$ cat src/rtl/rr_arbiter.sv
// rr_arbiter: round-robin arbiter with locked grants, done-release and optional hold-limit preemption
module lzd #(
  parameter int N = 4,
  parameter int B = 4,
  localparam int M = $clog2(N)
) (
  input  logic [N-1:0] bits,
  output logic [M-1:0] idx,
  output logic         valid
);
  if (N <= B) begin : g_leaf
    always_comb begin
      idx = '0;
      for (int k = N - 1; k >= 0; k--) idx = bits[k] ? M'(k) : idx;
    end
    assign valid = |bits;
  end else begin : g_node
    localparam int S = N / B;
    localparam int SM = $clog2(S);
    localparam int LB = $clog2(B);
    logic [SM-1:0] cidx [B];
    logic [B-1:0] cv;
    logic [LB-1:0] sel;
    for (genvar c = 0; c < B; c++) begin : g_c
      lzd #(.N(S), .B(B)) u_lzd (.bits(bits[c*S +: S]), .idx(cidx[c]), .valid(cv[c]));
    end
    always_comb begin
      sel = '0;
      for (int k = B - 1; k >= 0; k--) sel = cv[k] ? LB'(k) : sel;
    end
    assign idx = {sel, cidx[sel]};
    assign valid = |cv;
  end
endmodule

module rr_arbiter #(
  parameter int N = 4,
  parameter int B = 4,
  parameter int MAX_HOLD = 0,
  localparam int M = $clog2(N)
) (
  input  logic         i_clk,
  input  logic         i_rst,
  input  logic [N-1:0] i_req,
  input  logic         i_done,
  output logic [N-1:0] o_grant,
  output logic [M-1:0] o_grant_index,
  output logic         o_grant_valid,
  output logic         o_preempt
);
  localparam int CW = MAX_HOLD > 1 ? $clog2(MAX_HOLD) : 1;
  localparam logic [CW-1:0] LIM = CW'(MAX_HOLD > 0 ? MAX_HOLD - 1 : 0);
  if (N < 2 || (N & (N - 1)) != 0) begin : g_bad_n
    $error("rr_arbiter: N must be a power of 2 >= 2");
  end
  if (B != 2 && B != 4) begin : g_bad_b
    $error("rr_arbiter: B must be 2 or 4");
  end
  if (MAX_HOLD < 0) begin : g_bad_hold
    $error("rr_arbiter: MAX_HOLD must be >= 0");
  end
  typedef enum logic {IDLE, GRANT} state_t;
  state_t state, state_n;
  logic [M-1:0] ptr, ptr_n, idx_n, sel_ptr, m_idx, r_idx, win;
  logic [N-1:0] above, masked, grant_n;
  logic [CW-1:0] cnt, cnt_n;
  logic m_v, r_v, lim, rel, pre_n;
  // while granted, the holder itself is the rotation point
  assign sel_ptr = state == GRANT ? o_grant_index : ptr;
  always_comb begin
    above = '0;
    for (int k = 0; k < N; k++) above[k] = k > int'(sel_ptr);
  end
  assign masked = i_req & above;
  lzd #(.N(N), .B(B)) u_masked (.bits(masked), .idx(m_idx), .valid(m_v));
  lzd #(.N(N), .B(B)) u_raw (.bits(i_req), .idx(r_idx), .valid(r_v));
  assign win = m_v ? m_idx : r_idx;
  assign lim = MAX_HOLD != 0 && state == GRANT && cnt == LIM && !i_done;
  assign rel = state == GRANT && (i_done || lim);
  always_comb begin
    state_n = state;
    grant_n = o_grant;
    idx_n = o_grant_index;
    ptr_n = rel ? o_grant_index : ptr;
    cnt_n = cnt + CW'(1);
    pre_n = lim;
    if (state == IDLE || rel) begin
      state_n = r_v ? GRANT : IDLE;
      grant_n = r_v ? N'(1) << win : '0;
      idx_n = r_v ? win : '0;
      cnt_n = '0;
    end
  end
  always_ff @(posedge i_clk or posedge i_rst) begin
    if (i_rst) begin
      state <= IDLE;
      o_grant <= '0;
      o_grant_index <= '0;
      o_preempt <= 1'b0;
      ptr <= M'(N - 1);
      cnt <= '0;
    end else begin
      state <= state_n;
      o_grant <= grant_n;
      o_grant_index <= idx_n;
      o_preempt <= pre_n;
      ptr <= ptr_n;
      cnt <= cnt_n;
    end
  end
  assign o_grant_valid = state == GRANT;
endmodule

$ cat config.mk
export PLATFORM = sky130hd
export DESIGN_NAME = rr_arbiter
export DESIGN_NICKNAME = d
export VERILOG_FILES = /design/src/rtl/rr_arbiter.sv
export SDC_FILE = /design/constraint.sdc
export NUM_CORES = 1
export LEC_CHECK = 0
export CAP_MARGIN = 10
export CORE_AREA = 2 2 44 46
export CTS_CLUSTER_DIAMETER = 200
export DETAILED_ROUTE_END_ITERATION = 10
export DIE_AREA = 0 0 46 48
export PLACE_DENSITY = 0.68
export SLEW_MARGIN = 0
export SYNTH_ARGS = -nofsm -noshare
export SYNTH_HDL_FRONTEND = slang
export SYNTH_HIERARCHICAL = 1
export SYNTH_SLANG_ARGS = --single-unit
$ cat constraint.sdc
create_clock -name i_clk -period 4.86 [get_ports i_clk]
set_input_delay 0.972 -clock i_clk [delete_from_list [all_inputs] [get_ports i_clk]]
set_output_delay 0.972 -clock i_clk [all_outputs]
set_load 0.02 [all_outputs]
==> results of run 1 <==
[layer usage]
layer	global-route usage, %	wire (um)	up-vias
met2	22.50	530	12
met3	5.660	65	0
met5	0	0	-
met1	15.53	518	209
met4	1.714	0	0
li1	-	-	239
[area by class of cell]
| type | count | share of cell area (%) |
|---|---|---|
| flip-flops and latches | 9 | 31.38 |
| inverters | 3 | 1.552 |
| repair buffers | 13 | 17.93 |
| well taps | 17 | 2.931 |
| multi-input cells | 51 | 42.59 |
| clock buffers | 4 | 3.621 |
[power by group through the flow]
stage,registers [mW],logic [mW],clock network [mW]
finish,0.0959,0.0669,0.0575
global route,0.0973,0.0739,0.0641
CTS,0.0958,0.0675,0.0592
detailed placement,0.0970,0.0665,0
global placement,0.0967,0.0651,0
floorplan,0.104,0.0339,0
[logic make-up (layout without fill, tap and decap cells)]
logic type	Yosys count	in the layout	synth area share [%]
other cells	1	4	0.6616
mux	5	5	9.492
compound gates	10	10	12.80
flops	9	9	40.18
buf+inv	6	20	7.285
simple gates	32	32	29.58
[flip-flops by register name, indices dropped and copies added, names as in the netlist]
register	cells
o_grant	4
o_grant_index	2
o_grant_valid	1
ptr	2
[critical path, stage by stage]
cell and delay (ns):
clkdlybuf4s50_1 0.51, nor2b_1 0.24, nor2_1 0.07, nand2_1 0.14, and2b_2 0.24, or3_4 0.38, o21ai_2 0.13
[layout by cell type, fill, tap and decap left out]
cell type / count
nand2_1: 13
inv_1: 3
nor3_1: 3
a21oi_1: 1
nor2b_1: 1
nand3_1: 1
o21ai_0: 3
nor2b_4: 1
mux2i_1: 2
a21oi_2: 2
and2_2: 1
nor2_1: 5
or2b_1: 1
nand2b_1: 3
o211a_1: 1
dfstp_2: 2
conb_1: 4
o211ai_1: 1
dfrtp_1: 7
o21ai_2: 2
clkdlybuf4s50_1: 13
and2_1: 1
clkbuf_4: 3
or3_4: 1
clkbuf_1: 1
mux2_2: 3
and2b_2: 1
[through the flow]
step           hold WS (ns)  utilization [%]  instances  power [mW]  instance area [um^2]
2_1_floorplan        0.5780                -         66      0.1380                 578.1
3_3_place_gp         0.4709            41.41         93      0.1618                 699.4
3_5_place_dp         0.4727            41.41         93      0.1635                 699.4
4_1_cts              0.4872            42.96         97      0.2224                 725.7
5_1_grt              0.5196            42.96         97      0.2353                 725.7
6_report             0.4856            42.96         97      0.2203                 725.7
[final timing paths]
kind	startpoint	to	slack [ns]	cells past startpoint
max	i_req[1]	o_grant[2]$_DFFE_PP0P_	2.37	7
min	o_grant[2]$_DFFE_PP0P_	o_grant[2]$_DFFE_PP0P_	0.49	2
max reg2reg	o_grant_valid$_DFFE_PP0P_	o_grant[2]$_DFFE_PP0P_	2.81	8
min reg2reg	o_grant[2]$_DFFE_PP0P_	o_grant[2]$_DFFE_PP0P_	0.49	2
max in group asynchronous	i_rst	ptr[1]$_DFFE_PP1P_	3.58	2
min in group asynchronous	i_rst	o_grant[2]$_DFFE_PP0P_	0.98	2
==> results.json, run 1 <==
{
  "clockBufferDepth": 2,
  "drc_errors": 0,
  "cp_max_fo": 4,
  "peakVddDrop_uv": 158.3,
  "nFillCells": 174,
  "core_region_area_mm2": 0.001689,
  "pwr-share-comb_pct": 30.4,
  "grt_max_degree": 10,
  "die-area_mm2": 0.002208,
  "synth-seq-cells": 9,
  "power.density_mw_per_mm2": 303.5,
  "drt_first_pass_iters": 4,
  "routed_via_density": 4.742,
  "grt_pass1_vias": 452,
  "async_reset_ff_share_pct": 100.0,
  "port-buffer-count": 13,
  "track_usage_pct": 13.07,
  "initial_core_util_pct": 33.56,
  "period_share_pct": 51.27,
  "synth_edf_count": 0,
  "drive_gt1_share_pct": 20.00,
  "clk_pin_slew_ns": 0.06,
  "regArea_um2": 227.7,
  "syn_area_um2": 566.8,
  "cp.required_ns": 5.05,
  "clkPwrFrac_pct": 26.1,
  "critPathArrivalTime_ns": 2.68,
  "fin_crit_ns": 2.492,
  "grt_pass1_wl_mm": 2.007,
  "num_vias": 460,
  "crit_type": "input pin to flip-flop",
  "synthFlopType": "dfrtp_1",
  "synth_commonest_cells": "nand2_1 (13), dfrtp_1 (7), nor2_1 (5)",
  "gp_congestion": 0.7833,
  "setup_ws_ns": 2.368,
  "power_frac_seq_pct": 43.5,
  "yosysTopAreaCell": "dfrtp_1",
  "area_growth_pct": 28.04,
  "dp_slack_ns": 2.109,
  "avgSynthCellArea_um2": 8.997,
  "fp.dieH_um": 48,
  "cts_setup_buffers": 0,
  "hold_viol": 0,
  "grt_overflow_total": 0,
  "ys_seq_area_share_pct": 40.18,
  "swShare_pct": 31.13,
  "cts.sinks": 9,
  "min_path_type": "flip-flop to flip-flop",
  "die_w_um": 46,
  "io_pins": 15,
  "internal_power_uw": 151.7,
  "htreeDepth": 1,
  "synth_cell_type_count": 26,
  "final_nets": 88,
  "fmax_mhz": 401.3,
  "tns_ns": 0,
  "grt_antenna_before_repair": 0,
  "cts_tree": "yes",
  "max_cap_viol_count": 0,
  "multi_input_area_um2": 309.0,
  "num_antenna_cells": 0,
  "finalSetupViolCount": 0,
  "leakagePower_nw": 0.3393,
  "rsz0062_at_grt": "false",
  "clockRootBuffer": "clkbuf_4",
  "drv_slew": 0,
  "synth_cells": 63,
  "yosysMostFrequentCell": "nand2_1",
  "drt-total-wl_mm": 1.113,
  "ys_warn_count": 6,
  "skew_ns": 0.001014,
  "ant_nets": 0,
  "synth_top_area_share_pct": 30.91,
  "outcome": "complete, no violations",
  "drt_iter0_drc": 8,
  "rows": 15,
  "endpoint_kind": "flip-flop",
  "critPathLaunchType": "input pin",
  "p_sw_uw": 68.56,
  "yosys-top-cells-area": "dfrtp_1 (31%), dfstp_2 (9.3%), nand2_1 (8.6%)",
  "clock_latency_ns": 0.26,
  "wl_per_cell_um": 11.47,
  "cts.repair.resized": 0,
  "ctsHoldBuffers": 0,
  "hpwl_um": 851.5,
  "numCtsBuffers": 3
}
Note: power is estimated with default switching activity, not from simulation.
==> run 2: changes to the inputs <==
- PLACE_DENSITY: 0.68 -> 0.7
- clock period: 4.86 -> 2 ns (I/O delays scaled with it)
==> run 2 against run 1 <==
  * Global-route usage is 0.86 points lower
  * Via count grew 1.7%
  * Combinational power up 150%
  * Setup slack lost 2.2 ns
  * Cell count is 4.1% higher
  * Critical path depth stayed put
  * Clock skew is 0.0020 ns higher
  * Sequential share of layout area shrank 1.3 points
  * Non-clock buffer count grew 4
  * Cell area grew 4.5%
  * Register-to-register slack got worse by 2.7 ns
  * Wire length fell by 1.9%
==> results.json, run 2 (same netlist as run 1, synthesis figures left out) <==
{
  "hpwl_um": 849,
  "period_share_pct": 92.18,
  "htreeDepth": 1,
  "grt_antenna_before_repair": 0,
  "outcome": "complete, no violations",
  "clockBufferDepth": 2,
  "die_w_um": 46,
  "cp.required_ns": 2.19,
  "setup_ws_ns": 0.1563,
  "cts_tree": "yes",
  "numCtsBuffers": 3,
  "min_path_type": "input pin to async pin",
  "wl_per_cell_um": 10.81,
  "initial_core_util_pct": 33.56,
  "cts.repair.resized": 0,
  "crit_type": "flip-flop to flip-flop",
  "rows": 15,
  "max_cap_viol_count": 0,
  "top_register": "o_grant",
  "gp_congestion": 0.7239,
  "grt_overflow_total": 0,
  "drt_iter0_drc": 3,
  "routed_via_density": 4.634,
  "drv_slew": 0,
  "cp_top_family": "simple AND/OR/NAND/NOR gates",
  "leakagePower_nw": 0.3591,
  "worst_hold_slack_ns": 0.3953,
  "crit_slowest_cell": "dfstp_2",
  "grt_pass1_vias": 424,
  "endpoint_kind": "flip-flop",
  "cts_setup_buffers": 0,
  "cts.sinks": 9,
  "rsz0062_at_grt": "false",
  "cp_max_fo": 4,
  "drt-total-wl_mm": 1.092,
  "drive_gt1_share_pct": 25.00,
  "die-area_mm2": 0.002208,
  "nFillCells": 163,
  "hold_viol": 0,
  "ctsHoldBuffers": 0,
  "area_growth_pct": 33.77,
  "grt_max_degree": 10,
  "skew_ns": 0.003021,
  "clockRootBuffer": "clkbuf_4",
  "critPathMostFrequentCell": "nand2_1",
  "worst-path-buf-inv": 0,
  "grt_pass1_wl_mm": 1.794,
  "fp.dieH_um": 48,
  "finalSetupViolCount": 0,
  "core_region_area_mm2": 0.001689,
  "place_area_um2": 729.5,
  "drt_first_pass_iters": 3,
  "track_usage_pct": 12.21,
  "critPathLaunchType": "flip-flop",
  "crit_chain": "nand2_1, o211a_1, nor2_1, nand2_1, and2_2, or3_4, o21ai_2",
  "fin_crit_ns": 1.844,
  "dp_slack_ns": -0.05396,
  "stdcell_area_um2": 758.2,
  "cp_slowest_stage_delay_ns": 0.55,
  "critPathArrivalTime_ns": 2.04,
  "power.density_mw_per_mm2": 712.7,
  "layout.cells.most_common_list": "nand2_1 (13), clkdlybuf4s50_1 (13), dfrtp_1 (7)",
  "clock_latency_ns": 0.26,
  "power.total_uw": 540.4,
  "r2r_cells": 7,
  "final_nets": 92,
  "peakVddDrop_uv": 428.4,
  "num_vias": 468,
  "fin_util_pct": 44.89,
  "cp_num_cells": 7,
  "reg.largest.list": "o_grant: 4 flops, o_grant_index: 2 flops, ptr: 2 flops",
  "fmax_mhz": 542.4,
  "ant_nets": 0,
  "largest_reg_flops": 4,
  "num_antenna_cells": 0,
  "drc_errors": 0,
  "port-buffer-count": 13,
  "io_pins": 15,
  "clk_pin_slew_ns": 0.06
}
==> run 2: worst paths after layout <==
path,startpoint,to,slack [ns]
setup / recovery,ptr[1]$_DFFE_PP1P_,o_grant[2]$_DFFE_PP0P_,0.16
hold / removal,i_rst,o_grant_index[1]$_DFFE_PP0P_,0.40
setup reg to reg,ptr[1]$_DFFE_PP1P_,o_grant[2]$_DFFE_PP0P_,0.16
hold reg to reg,o_grant[0]$_DFFE_PP0P_,o_grant[0]$_DFFE_PP0P_,0.49
max in group asynchronous,i_rst,ptr[0]$_DFFE_PP1P_,1.31
min in group i_clk,o_grant[0]$_DFFE_PP0P_,o_grant[0]$_DFFE_PP0P_,0.49
==> run 2: metal layers <==
metal	part of all wire [%]	up-vias	routed length, um	GRT usage, %
met2	46	12	499	17.78
met1	46	208	506	14.61
met3	6.3	5	69	7.170
met4	1.6	0	17	5.143
met5	0	-	0	0
li1	-	243	-	-
==> run 2: final cells by class <==
cell class                      instances  area [um^2]  area share, %
Multi-Input combinational cell         51        311.5          41.09
Sequential cell                         9        227.7          30.03
Timing Repair Buffer                   17        160.2          21.12
Clock buffer                            4        26.28          3.465
Tap cell                               17        21.27          2.805
Inverter                                3        11.26          1.485
==> run 2: through the flow <==
step                      setup TNS [ns]  cells
after detailed placement        -0.09874     97
after global routing                   0    101
after global placement          -0.02543     97
after floorplan                        0     66
after CTS                              0    101
final                                  0    101
==> run 2: where the power goes <==
group / switching, mW / internal (mW)
clock network: 0.0639 / 0.0769
registers: 0.0208 / 0.212
logic: 0.0810 / 0.0858
